<file path="src/rtl/spi_regfile_periph_if.sv">
// Pin-side SPI signals and fabric-side register bank outputs for spi_regfile_periph.
interface spi_regfile_periph_if #(
    parameter int unsigned NUM_REGS = 5,
    parameter int unsigned DATA_W   = 8,
    parameter int unsigned ADDR_W   = 7
);
    logic                         SCLK;
    logic                         COPI;
    logic                         nCS;
    logic                         CIPO;
    logic                         cipo_oe;
    logic [NUM_REGS*DATA_W-1:0]   regs_q;
    logic                         wr_strobe;
    logic [ADDR_W-1:0]            wr_addr;
    logic                         frame_err;

    modport master (
        output SCLK, COPI, nCS,
        input  CIPO, cipo_oe, regs_q, wr_strobe, wr_addr, frame_err
    );

    modport slave (
        input  SCLK, COPI, nCS,
        output CIPO, cipo_oe, regs_q, wr_strobe, wr_addr, frame_err
    );
endinterface

</file>
<file path="src/rtl/spi_regfile_periph.sv">
// SPI mode-0 peripheral exposing NUM_REGS x DATA_W control registers with
// write/read-back frames, a write strobe and a malformed-frame pulse.
module spi_regfile_periph #(
    parameter int unsigned NUM_REGS    = 5,
    parameter int unsigned DATA_W      = 8,
    parameter int unsigned ADDR_W      = 7,
    parameter int unsigned SYNC_STAGES = 2
) (
    input  logic                  clk,
    input  logic                  rst_n,
    spi_regfile_periph_if.slave   bus
);
    localparam int unsigned FRAME_W = 1 + ADDR_W + DATA_W;
    localparam int unsigned CNT_W   = $clog2(FRAME_W + 2);

    localparam logic [CNT_W-1:0]  CNT_ADDR    = CNT_W'(1 + ADDR_W);
    localparam logic [CNT_W-1:0]  CNT_ADDR_M1 = CNT_W'(ADDR_W);
    localparam logic [CNT_W-1:0]  CNT_FRAME   = CNT_W'(FRAME_W);
    localparam logic [CNT_W-1:0]  CNT_SAT     = CNT_W'(FRAME_W + 1);
    localparam logic [ADDR_W:0]   NREGS       = (ADDR_W+1)'(NUM_REGS);

    typedef enum logic [1:0] {ST_IDLE, ST_ADDR, ST_DATA, ST_OVER} frame_state_e;

    logic [SYNC_STAGES-1:0] r_sclk_sync, r_copi_sync, r_ncs_sync;
    logic                   r_sclk_d, r_ncs_d;
    logic                   r_armed;
    logic [CNT_W-1:0]       r_cnt;
    logic [FRAME_W-1:0]     r_rx;
    logic [DATA_W-1:0]      r_tx;
    logic                   r_rd_frame;
    logic [DATA_W-1:0]      r_regs [NUM_REGS];
    logic [ADDR_W-1:0]      r_wr_addr;
    logic                   r_wr_strobe, r_frame_err;
    logic                   r_cipo, r_cipo_oe;

    logic                   w_sclk_s, w_copi_s, w_ncs_s;
    logic                   w_sclk_rise, w_sclk_fall, w_ncs_rise;
    logic [FRAME_W-1:0]     w_rx_next;
    logic                   w_shift_en, w_ld, w_tx_shift;
    logic [ADDR_W-1:0]      w_ld_addr;
    logic [DATA_W-1:0]      w_rd_data;
    logic                   w_cmt_rnw, w_cmt_legal, w_full;
    logic [ADDR_W-1:0]      w_cmt_addr;
    logic [DATA_W-1:0]      w_cmt_data;
    logic                   w_accept, w_reject, w_cipo_oe_nx;
    frame_state_e           w_state;

    assign w_sclk_s    = r_sclk_sync[SYNC_STAGES-1];
    assign w_copi_s    = r_copi_sync[SYNC_STAGES-1];
    assign w_ncs_s     = r_ncs_sync[SYNC_STAGES-1];
    assign w_sclk_rise = w_sclk_s & ~r_sclk_d;
    assign w_sclk_fall = ~w_sclk_s & r_sclk_d;
    assign w_ncs_rise  = w_ncs_s & ~r_ncs_d;

    // Frame phase derived from the bit counter
    always_comb begin
        w_state = ST_IDLE;
        if (!w_ncs_s) begin
            if (r_cnt < CNT_ADDR)       w_state = ST_ADDR;
            else if (r_cnt < CNT_FRAME) w_state = ST_DATA;
            else                        w_state = ST_OVER;
        end
    end

    assign w_rx_next  = {r_rx[FRAME_W-2:0], w_copi_s};
    assign w_shift_en = w_sclk_rise & ~w_ncs_s & r_armed;
    assign w_ld_addr  = w_rx_next[ADDR_W-1:0];
    assign w_ld       = w_shift_en & (r_cnt == CNT_ADDR_M1) & ~w_rx_next[ADDR_W];
    // The falling edge right after the load keeps the MSB in place for the first data clock
    assign w_tx_shift = w_sclk_fall & (w_state == ST_DATA) & (r_cnt != CNT_ADDR);

    always_comb begin
        w_rd_data = '0;
        for (int unsigned i = 0; i < NUM_REGS; i++) begin
            if (w_ld_addr == ADDR_W'(i)) w_rd_data = r_regs[i];
        end
    end

    assign w_cmt_rnw   = r_rx[FRAME_W-1];
    assign w_cmt_addr  = r_rx[FRAME_W-2 -: ADDR_W];
    assign w_cmt_data  = r_rx[DATA_W-1:0];
    assign w_cmt_legal = {1'b0, w_cmt_addr} < NREGS;
    assign w_full      = (r_cnt == CNT_FRAME);
    assign w_accept    = w_ncs_rise & w_full & w_cmt_rnw & w_cmt_legal;
    assign w_reject    = w_ncs_rise & (r_cnt != '0) & ~(w_full & (~w_cmt_rnw | w_cmt_legal));

    assign w_cipo_oe_nx = ~w_ncs_s & r_rd_frame & (w_state == ST_DATA);

    always_ff @(posedge clk or negedge rst_n) begin
        if (!rst_n) begin
            r_sclk_sync <= '0;
            r_copi_sync <= '0;
            r_ncs_sync  <= '0;
            r_sclk_d    <= 1'b0;
            r_ncs_d     <= 1'b0;
            r_armed     <= 1'b0;
            r_cnt       <= '0;
            r_rx        <= '0;
            r_tx        <= '0;
            r_rd_frame  <= 1'b0;
            r_wr_addr   <= '0;
            r_wr_strobe <= 1'b0;
            r_frame_err <= 1'b0;
            r_cipo      <= 1'b0;
            r_cipo_oe   <= 1'b0;
            for (int unsigned i = 0; i < NUM_REGS; i++) r_regs[i] <= '0;
        end else begin
            r_sclk_sync <= {r_sclk_sync[SYNC_STAGES-2:0], bus.SCLK};
            r_copi_sync <= {r_copi_sync[SYNC_STAGES-2:0], bus.COPI};
            r_ncs_sync  <= {r_ncs_sync[SYNC_STAGES-2:0], bus.nCS};
            r_sclk_d    <= w_sclk_s;
            r_ncs_d     <= w_ncs_s;

            // A frame only counts once nCS has been seen idle since reset
            if (w_ncs_s) r_armed <= 1'b1;

            if (w_ncs_s) begin
                r_cnt      <= '0;
                r_rd_frame <= 1'b0;
            end else if (w_shift_en) begin
                r_rx <= w_rx_next;
                if (r_cnt != CNT_SAT) r_cnt <= r_cnt + CNT_W'(1);
                if (r_cnt == CNT_ADDR_M1) r_rd_frame <= ~w_rx_next[ADDR_W];
            end

            if (w_ld)            r_tx <= w_rd_data;
            else if (w_tx_shift) r_tx <= {r_tx[DATA_W-2:0], 1'b0};

            r_cipo_oe   <= w_cipo_oe_nx;
            r_cipo      <= w_cipo_oe_nx & r_tx[DATA_W-1];
            r_wr_strobe <= w_accept;
            r_frame_err <= w_reject;

            if (w_accept) begin
                r_wr_addr <= w_cmt_addr;
                for (int unsigned i = 0; i < NUM_REGS; i++) begin
                    if (w_cmt_addr == ADDR_W'(i)) r_regs[i] <= w_cmt_data;
                end
            end
        end
    end

    for (genvar g = 0; g < NUM_REGS; g++) begin : g_flat
        assign bus.regs_q[g*DATA_W +: DATA_W] = r_regs[g];
    end

    assign bus.CIPO      = r_cipo;
    assign bus.cipo_oe   = r_cipo_oe;
    assign bus.wr_strobe = r_wr_strobe;
    assign bus.wr_addr   = r_wr_addr;
    assign bus.frame_err = r_frame_err;
endmodule

</file>
<file path="src/flat_wrapper.sv">
// flat-port wrapper written by rule: the top's interface ports become plain ports
module spi_regfile_periph_flat 
#(
    parameter int unsigned NUM_REGS    = 5,
    parameter int unsigned DATA_W      = 8,
    parameter int unsigned ADDR_W      = 7,
    parameter int unsigned SYNC_STAGES = 2
)
  (clk, rst_n, bus_SCLK, bus_COPI, bus_nCS, bus_CIPO, bus_cipo_oe, bus_regs_q, bus_wr_strobe, bus_wr_addr, bus_frame_err);
  spi_regfile_periph_if #(.NUM_REGS(NUM_REGS), .DATA_W(DATA_W), .ADDR_W(ADDR_W)) bus_i ();
  input  logic clk;
  input  logic rst_n;
  input wire logic [$bits(bus_i.SCLK)-1:0] bus_SCLK;
  input wire logic [$bits(bus_i.COPI)-1:0] bus_COPI;
  input wire logic [$bits(bus_i.nCS)-1:0] bus_nCS;
  output wire logic [$bits(bus_i.CIPO)-1:0] bus_CIPO;
  output wire logic [$bits(bus_i.cipo_oe)-1:0] bus_cipo_oe;
  output wire logic [$bits(bus_i.regs_q)-1:0] bus_regs_q;
  output wire logic [$bits(bus_i.wr_strobe)-1:0] bus_wr_strobe;
  output wire logic [$bits(bus_i.wr_addr)-1:0] bus_wr_addr;
  output wire logic [$bits(bus_i.frame_err)-1:0] bus_frame_err;
  assign bus_i.SCLK = bus_SCLK;
  assign bus_i.COPI = bus_COPI;
  assign bus_i.nCS = bus_nCS;
  assign bus_CIPO = bus_i.CIPO;
  assign bus_cipo_oe = bus_i.cipo_oe;
  assign bus_regs_q = bus_i.regs_q;
  assign bus_wr_strobe = bus_i.wr_strobe;
  assign bus_wr_addr = bus_i.wr_addr;
  assign bus_frame_err = bus_i.frame_err;
  spi_regfile_periph #(.NUM_REGS(NUM_REGS), .DATA_W(DATA_W), .ADDR_W(ADDR_W), .SYNC_STAGES(SYNC_STAGES)) u_core (.clk(clk), .rst_n(rst_n), .bus(bus_i));
endmodule
</file>
<file path="config.mk">
export PLATFORM = sky130hd
export DESIGN_NAME = spi_regfile_periph_flat
export DESIGN_NICKNAME = d
export VERILOG_FILES = /design/src/rtl/spi_regfile_periph_if.sv /design/src/rtl/spi_regfile_periph.sv /design/src/flat_wrapper.sv
export SDC_FILE = /design/constraint.sdc
export NUM_CORES = 1
export LEC_CHECK = 0
export CAP_MARGIN = 20
export CORE_MARGIN = 1
export CORE_UTILIZATION = 35
export DETAILED_ROUTE_END_ITERATION = 12
export MAX_ROUTING_LAYER = met4
export RECOVER_POWER = 50
export SETUP_SLACK_MARGIN = 0.4
export SLEW_MARGIN = 20
export SYNTH_ARGS = -nofsm -noshare
export SYNTH_HDL_FRONTEND = slang
export SYNTH_SLANG_ARGS = --single-unit
</file>
<file path="constraint.sdc">
create_clock -name clk -period 3.8 [get_ports clk]
set_input_delay 0.95 -clock clk [delete_from_list [all_inputs] [get_ports clk]]
set_output_delay 0.95 -clock clk [all_outputs]
set_load 0.005 [all_outputs]
</file>
== Word-level counts from Yosys, hierarchy flattened ==
Index checks and enable logic that the tools add are counted.

* Register bits after elaboration: 90
* Output and inout bits: 51
* Bits of input ports: 5
* Word-level logic and storage cells: 94

* Bitwise gates (word level): 26
* Reductions and logical operators: 15
* Mux-type cells: 16
* Magnitude comparators: 3
* $add $sub $neg: 1
* Equality and inequality tests: 13

{| class="wikitable"
|+ Operators with widths
! cell !! count
|-
| two-way mux 8 bit || 7
|-
| == test 7 x 2 -> 1 bit (second input constant) || 4
|-
| bitwise AND 1 bit || 18
|-
| AND reduction 2 bit || 8
|-
| two-way mux 5 bit || 3
|-
| == test 7 x 1 -> 1 bit (second input constant) || 2
|-
| == test 7 x 3 -> 1 bit (second input constant) || 2
|-
| zero test 7 bit || 2
|-
| nonzero test 2 bit || 4
|-
| < comparator 7 x 3 -> 1 bit (second input constant) || 1
|-
| NOT 1 bit || 7
|-
| adder 5 x 1 -> 5 bit (second input constant) || 1
|-
| == test 5 x 3 -> 1 bit (second input constant) || 1
|-
| == test 5 bit (second input constant) || 1
|-
| < comparator 5 x 4 -> 1 bit (second input constant) || 1
|-
| < comparator 5 bit (second input constant) || 1
|-
| inequality test 5 x 4 -> 1 bit (second input constant) || 1
|-
| inequality test 5 bit (second input constant) || 1
|-
| nonzero test 5 bit || 1
|-
| two-way mux 1 bit || 4
|-
| two-way mux 2 bit || 2
|-
| == test 2 bit (second input constant) || 1
|-
| bitwise OR 1 bit || 1
|}

== Logic depth before layout (Yosys ltp) ==
* Word-level depth: 9
* Mapped depth: 7
* Depth with buffers taken out: 6

== Worst setup path before layout ==
Ideal clock, no wire load.

* Path type: register to register
* Start point: register u_core.r_cnt[0]
* End point: register u_core.r_regs, in the netlist u_core.bus.regs_q[16]
* Path slack: 1659 ps
* Cell stages (with the launch flop): 7
* Required time: 3675 ps
* Setup time: 125 ps
* Clock period less this slack: 2141 ps
* Arrival time: 2017 ps
* Buffers on the path: 0
* Cells stage by stage: dfrtp_1 -> inv_1 -> ha_1 -> or3b_2 -> nor4_4 -> nand3b_2 -> mux2_2

* Cells in the longest elaborated chain, start to end: 5

{| class="wikitable"
|+ Ends and longest elaborated chain
! what !! RTL line !! RTL
|-
| from (decl) || spi_regfile_periph.sv:27 || <nowiki>logic [CNT_W-1:0] r_cnt;</nowiki>
|-
| from (signal assigned) || spi_regfile_periph.sv:122 || <nowiki>if (r_cnt != CNT_SAT) r_cnt <= r_cnt + CNT_W'(1);</nowiki>
|-
| == test 5 bit || spi_regfile_periph.sv:83 || <nowiki>assign w_full = (r_cnt == CNT_FRAME);</nowiki>
|-
| bitwise AND 1 bit (3 in series) || spi_regfile_periph.sv:84 || <nowiki>assign w_accept = w_ncs_rise & w_full & w_cmt_rnw & w_cmt_legal;</nowiki>
|-
| AND reduction 2 bit (no line) || n/a ||
|-
| to (signal, indexed assignment) || spi_regfile_periph.sv:137 || <nowiki>if (w_cmt_addr == ADDR_W'(i)) r_regs[i] <= w_cmt_data;</nowiki>
|-
| to (decl) || spi_regfile_periph.sv:31 || <nowiki>logic [DATA_W-1:0] r_regs [NUM_REGS];</nowiki>
|}

No other way between the ends.
A chain may end at the register's enable or synchronous reset.

==> impl.org <==
** Cells and area
- Utilization after layout :: 0.4400
- Area of all placed cells without fillers :: approximately 4800 um^2
- Layout net count :: 400
- From synthesis to final layout, the design area changed by 21.71%.
- Post-route non-filler standard cell count :: ~540
- The number of antenna diodes in the final layout is 0.
- Fraction of final layout cells sized beyond drive strength 1 :: 0.1738

** GRT
- Antenna violations before repair :: 0
- Summed over all layers, the global routing overflow is 0.
- Wire length of the first global-routing pass :: approximately 14000 um
- Overall fraction of global-route tracks in use :: 0.1693
- Entering global routing, the biggest net connects 33 pins.
- The via count of the first global-routing pass was between 2000 and 3000.

** Pwr
- Max IR drop VDD :: 0.2004 mV
- Leakage :: between 2 and 2.5 nW
- Total power per unit cell area :: about 370 nW/um^2
- Total Power Consumption :: roughly 1.8 mW

** Timing
- The clock arrives with 0.01323 ns of skew.
- The number of hold violations in the final report is 0.
- Final-layout setup total negative slack :: 0 ns
- Max_slew headroom :: -0.1072
- Pins over their slew limit :: 31
- For the pin with the worst max-slew slack, the measured transition is 1.661 ns.
- Setup repair after global routing left no endpoint under its margin.
- Final period utilization :: 0.6843
- Setup violations remaining at the end of the flow were counted as 0.
- Time the worst path needs with I/O delays and setup :: ~2.6 ns
- Max Fclk :: 0.3845 GHz

** Worst setup path
- The largest single stage delay on the critical path is about 1.2 ns.
- Max stage delay cell, worst path :: clkbuf_1
- Worst setup path class :: primary input to asynchronous set/reset pin
- For the worst setup path, the data arrival time is slightly below 3 ns.
- Reg2reg path depth :: 5
- Nature of the critical path endpoint :: asynchronous set/reset pin
- Worst EP required :: 4.19 ns
- Critical path buffer and inverter count :: 2
- CP startpoint kind :: primary input
- Walking the worst path, the cells encountered are clkbuf_1 -> clkbuf_2.
- Worst setup slack for register-to-register paths :: between 1 and 1.5 ns
- Cell family contributing the most delay on the critical path :: buffers and inverters
- CP Max Fanout :: 32
- In this run the critical register-to-register path is launched from u_core.r_ncs_sync[1].
- The endpoint identified for the worst register-to-register timing path is u_core.r_tx[6].

** Route
- Before antenna repair, the detailed router went through 4 iterations.
- ANT nets after route :: 0
- For this block, the initial DRC count from the detailed router was 119.
- For this block, the routed nets add up to roughly 9000 um of wire.
- Total via count after detailed routing :: around 2700
- In the routed design, unresolved DRC markers number 0.
- Vias/cell :: a little over 5
- After detailed routing, the average wire length per cell comes to 16.60 um.

** Clocking
- Count of cells resized by post-cts repair :: 0
- The later pin in the worst-skew pair is clocked with a latency of between 0.3 and 0.4 ns.
- Buffers inserted to repair hold after CTS numbered 0.
- Deepest level of the CTS H-tree :: 3
- After clock tree synthesis, the clock-pin slew on the worst setup and hold paths is roughly 0.10 ns.
- CTS saw 90 sinks.
- In this run the clock root is driven by a clkbuf_8.
- Buffers inserted by post-CTS timing repair :: 0
- CTS tree :: done
- Max Root-Sink Buffers :: 2
- CTS buffer count :: 9

** Synthesis
- Share of flip-flops with an asynchronous set or reset :: 1.000
- Number of synthesized flops with an enable pin :: 0
- Number of nets produced by synthesis :: roughly 350
- After synthesis the netlist holds a flip-flop and latch count of 90.
- The synthesized netlist contains 46 unique library cells.
- The share of synthesized area in the top cell type comes to 0.5722.
- Avg Inst Size Synth :: around 12 um^2
- The most used flip-flop cell after synthesis is dfrtp_1.
- Post-synthesis cell count :: ~340
- Of the total synthesized cell area, the portion taken by AND, OR, NAND and NOR gates is 0.1351.
- Share of synthesized area occupied by flip-flops and latches :: 0.5722
- Fraction of the mapped netlist area in compound gates :: 0.08837
- Synth top cells by count :: dfrtp_1 (90), nand2_1 (59), mux2_2 (41)
- Most used standard cell by instance count after synthesis :: dfrtp_1
- Post-Synthesis Cell Area :: roughly 4000 um^2
- In the post-synthesis netlist, the biggest area contributors are dfrtp_1 (57%), mux2_2 (12%), nand2_1 (5.6%).
- Of the total synthesized cell area, the portion taken by full adders, half adders and majority gates is 0.009536.
- The portion of synthesized area spent on multiplexers is 0.1453.
- Post-synthesis share of cell area spent on xor and xnor gates :: 0.008900
- The Yosys step of the flow raised 0 warnings.
- dfrtp_1 takes more of the synthesized area than any other cell.
- By area, the combinational part of the netlist is dominated by multiplexers.

** Min path
- The min-delay analysis places its worst path in the category flip-flop to flip-flop.
- End point of the worst hold path :: u_core.r_copi_sync[1]
- The startpoint identified for the worst hold timing path is u_core.r_copi_sync[0].
- Number of cells on the worst hold path :: 0

** Floorplan
- The die covers around 12000 um^2.
- Chip height :: 108.1 um
- The floorplan has 38 rows.
- In this run the standard cell core region covers 10890 um^2.
- Die X :: approximately 110 um
- For this configuration, the core starts out at a cell density of 0.3615.
- During I/O placement, the number of pins put on the boundary was 56.

** Placed design
- Placed wire-length estimate after detailed placement :: 6075 um
- Instance area at placement :: ~4600 um^2
- Total of buffers placed on input and output ports :: 55
- Cell total after placement :: around 520
- At the end of routability-driven placement, the weighted congestion stood at 0.7861.

** Run
- Max Cap Violations :: 1

** Run status
- Violations in the final reports :: capacitance limit, slew limit
- Result of the run :: finished, violations left
==> sequential cells by signal, summed over array words and instances (netlist names), 2 cells and up <==
name                cells
u_core.bus.regs_q      40
u_core.bus.wr_addr      7
u_core.r_cnt            5
u_core.r_copi_sync      2
u_core.r_ncs_sync       2
u_core.r_rx            16
u_core.r_sclk_sync      2
u_core.r_tx             8
==> power breakdown <==
group	internal (mW)	leakage, nW	switching, mW
combinational	0.0426	0.831	0.0736
sequential	0.983	1.23	0.0840
clock	0.263	0.0972	0.350
==> kinds of logic after synthesis <==
logic type                 count (synthesis)
and+or+nand+nor                          103
adders and majority gates                  3
muxes                                     52
xor gates and xnor gates                   4
buffers and inverters                     41
DFF                                       90
AOI/OAI and AO/OA                         48
==> per-layer routing <==
layer | track usage | part of all wire
met2 | 0.2466 | 0.46
met5 | - | 0
met1 | 0.2347 | 0.49
met3 | 0.03436 | 0.036
met4 | 0.05675 | 0.0079
==> cell usage in the layout (no fill, tap or decap), types with 8 or more instances in the layout <==
cell type / n
clkdlybuf4s50_1: 51
nand2_1: 59
nor2_1: 9
clkbuf_8: 10
o32ai_1: 8
mux2i_1: 11
o21ai_0: 11
dfrtp_1: 90
o211ai_1: 8
inv_1: 22
mux2_2: 41
==> layout make-up <==
type | count | area (um^2)
clock buffers | 10 | 137.6
clock inverters | 6 | 48.80
fillers | 1027 | 6097
inverters | 22 | 82.58
multi-input cells | 210 | 1533
flip-flops and latches | 90 | 2252
well taps | 140 | 175.2
repair buffers | 59 | 561.8
==> worst max path at each step <==
stage,start,to,slack (ns),depth (start not counted)
finish,rst_n,u_core.r_rx[4],1.20,2
global placement,u_core.r_rx[3],u_core.r_tx[2],1.30,4
floorplan,u_core.r_cnt[0],u_core.bus.regs_q[16],1.66,6
global route,rst_n,u_core.bus.regs_q[4],0.79,2
CTS,u_core.r_rx[3],u_core.r_tx[2],1.32,4
detailed placement,u_core.r_rx[3],u_core.r_tx[2],1.35,4
==> through the flow <==
stage | hold WS, ns | worst slack [ns]
finish | 0.3505 | 1.199
CTS | 0.3578 | 1.324
detailed placement | 0.3364 | 1.352
global route | 0.3667 | 0.7870
global placement | 0.3324 | 1.304
floorplan | 0.3312 | 1.659
Power figures use the tool's default switching activity.
==> patch (same settings) <==
`NUM_REGS` is set to 5 in 3 places; all go to 6.
--- a/src/rtl/spi_regfile_periph_if.sv
+++ b/src/rtl/spi_regfile_periph_if.sv
@@ -1,6 +1,6 @@
 // Pin-side SPI signals and fabric-side register bank outputs for spi_regfile_periph.
 interface spi_regfile_periph_if #(
-    parameter int unsigned NUM_REGS = 5,
+    parameter int unsigned NUM_REGS = 6,
     parameter int unsigned DATA_W   = 8,
     parameter int unsigned ADDR_W   = 7
 );
--- a/src/rtl/spi_regfile_periph.sv
+++ b/src/rtl/spi_regfile_periph.sv
@@ -1,7 +1,7 @@
 // SPI mode-0 peripheral exposing NUM_REGS x DATA_W control registers with
 // write/read-back frames, a write strobe and a malformed-frame pulse.
 module spi_regfile_periph #(
-    parameter int unsigned NUM_REGS    = 5,
+    parameter int unsigned NUM_REGS    = 6,
     parameter int unsigned DATA_W      = 8,
     parameter int unsigned ADDR_W      = 7,
     parameter int unsigned SYNC_STAGES = 2
--- a/src/flat_wrapper.sv
+++ b/src/flat_wrapper.sv
@@ -1,7 +1,7 @@
 // flat-port wrapper written by rule: the top's interface ports become plain ports
 module spi_regfile_periph_flat 
 #(
-    parameter int unsigned NUM_REGS    = 5,
+    parameter int unsigned NUM_REGS    = 6,
     parameter int unsigned DATA_W      = 8,
     parameter int unsigned ADDR_W      = 7,
     parameter int unsigned SYNC_STAGES = 2
Interface: changed (resized bus_regs_q); port bits go from 56 to 64. The function was not compared with the original's and may differ.
==> patch against the original RTL <==
The flow finishes with violations (DRC, capacitance limit, slew limit); sequential cell count is 8 higher; largest cell class unchanged; combinational power is 8% higher; routed wire length is 8.2% higher; sequential power is 7% higher; synthesized area is 7.8% higher; setup slack worse by 54 ps; critical path type unchanged; via count is 1.2% higher; synthesized cell count is 5.3% lower; total power is 21% higher; design area is 11% higher; die area is 7.6% higher.
==> patch: results (changes against the original RTL) <==
metric;value;unit;change
CP arrival;2970;ps;was 2980 ps
first-pass GRT wire length;15660;um;was 14400 um
Netlist cell types;40;;was 46
Post-Place Setup Slack;1223;ps;was 1352 ps
Post-Place Cells;516;;was 521
Max VDD drop;0.1668;mV;was 0.2004 mV
crit path max-delay cell type;clkbuf_2;;was clkbuf_1
Buffers on Ports;63;;was 55
xor-xnor portion of the synthesized cell area;0.006193;;was 0.008900
Reg2Reg Depth;4;;was 5
max-slew violations;62;;was 31
sequential share of power;0.525;;was 0.594
WL per Instance;18.13;um;was 16.60 um
Power Internal;1619;uW;was 1288 uW
Fill cells;1070;;was 1027
post-synthesis adder-cell area fraction;0.008847;;was 0.009536
Compound-Gate Fraction of Synth Area;0.02418;;was 0.08837
number of max-cap violations;1;;unchanged
layout cells sized above 1;0.2211;;was 0.1738
Worst Skew;12.08;ps;was 13.23 ps
reg2reg start;u_core.r_rx[14]$_DFFE_PN0P_;;was u_core.r_ncs_sync[1]$_DFF_PN0_
post-synth top area share;0.5780;;was 0.5722
violated checks;DRC, capacitance limit, slew limit;;was capacitance limit, slew limit
mux share of post-synthesis cell area;0.2344;;was 0.1453
crit path capture;u_core.bus.regs_q[23]$_DFFE_PN0P_;;was u_core.r_rx[4]$_DFFE_PN0P_
largest cells by area after synthesis;dfrtp_1 (58%), mux2_2 (14%), mux2i_1 (5.7%);;was dfrtp_1 (57%), mux2_2 (12%), nand2_1 (5.6%)
initial drt markers;128;;was 119
syn_nets;331;;was 349
vias in the first global route;2755;;was 2647
largest net degree at the start of global routing;62;;was 33
DRT Pass-1 Iters;8;;was 4
FMAX;0.3767;GHz;was 0.3845 GHz
Tot GR Track Use;0.1699;;was 0.1693
P_clk;910;uW;was 613 uW
Post-DP HPWL;6418;um;was 6075 um
crit-path max FO;61;;was 32
Tightest Pin Transition;1593;ps;was 1661 ps
Crit path largest cell delay;1120;ps;was 1170 ps
grt met3 use;0.03942;;was 0.03436
routed vias/inst;5.180;;was 5.073
Residual DRC;3;;was 0
sequential area share after synthesis;0.5780;;was 0.5722
met1 GRT Util;0.2390;;was 0.2347
status;finished, violations left;;unchanged
CTS root buffer;clkbuf_16;;was clkbuf_8
dpl cell area;5022;sq um;was 4618 sq um
asr flop ratio synth;1.000;;unchanged
clock share of power;0.418;;was 0.341
Syn Inst Count;323;;was 341
GR Util met2;0.2451;;was 0.2466
[patch: worst min-delay path by stage]
stage	endpoint	slack, ps
2_1_floorplan	u_core.r_copi_sync[1]$_DFF_PN0_	330
3_3_place_gp	u_core.r_copi_sync[1]$_DFF_PN0_	340
3_5_place_dp	u_core.r_ncs_sync[1]$_DFF_PN0_	340
4_1_cts	u_core.r_ncs_sync[1]$_DFF_PN0_	350
5_1_grt	u_core.r_ncs_sync[1]$_DFF_PN0_	360
6_report	u_core.r_ncs_sync[1]$_DFF_PN0_	350
[patch: area by class of cell]
class,instances,area [sq um],share of cell area
repair buffers,68,648.1,0.1224
flip-flops and latches,98,2452,0.4630
clock buffers,10,229.0,0.04323
well taps,143,178.9,0.03378
inverters,4,15.01,0.002835
clock inverters,6,66.31,0.01252
multi-input cells,203,1707,0.3222
[patch: metal layers]
layer | part of all wire | routed length, um
met2 | 0.46 | 4415
met5 | 0 | 0
met4 | 0.014 | 138
met3 | 0.043 | 418
met1 | 0.48 | 4673
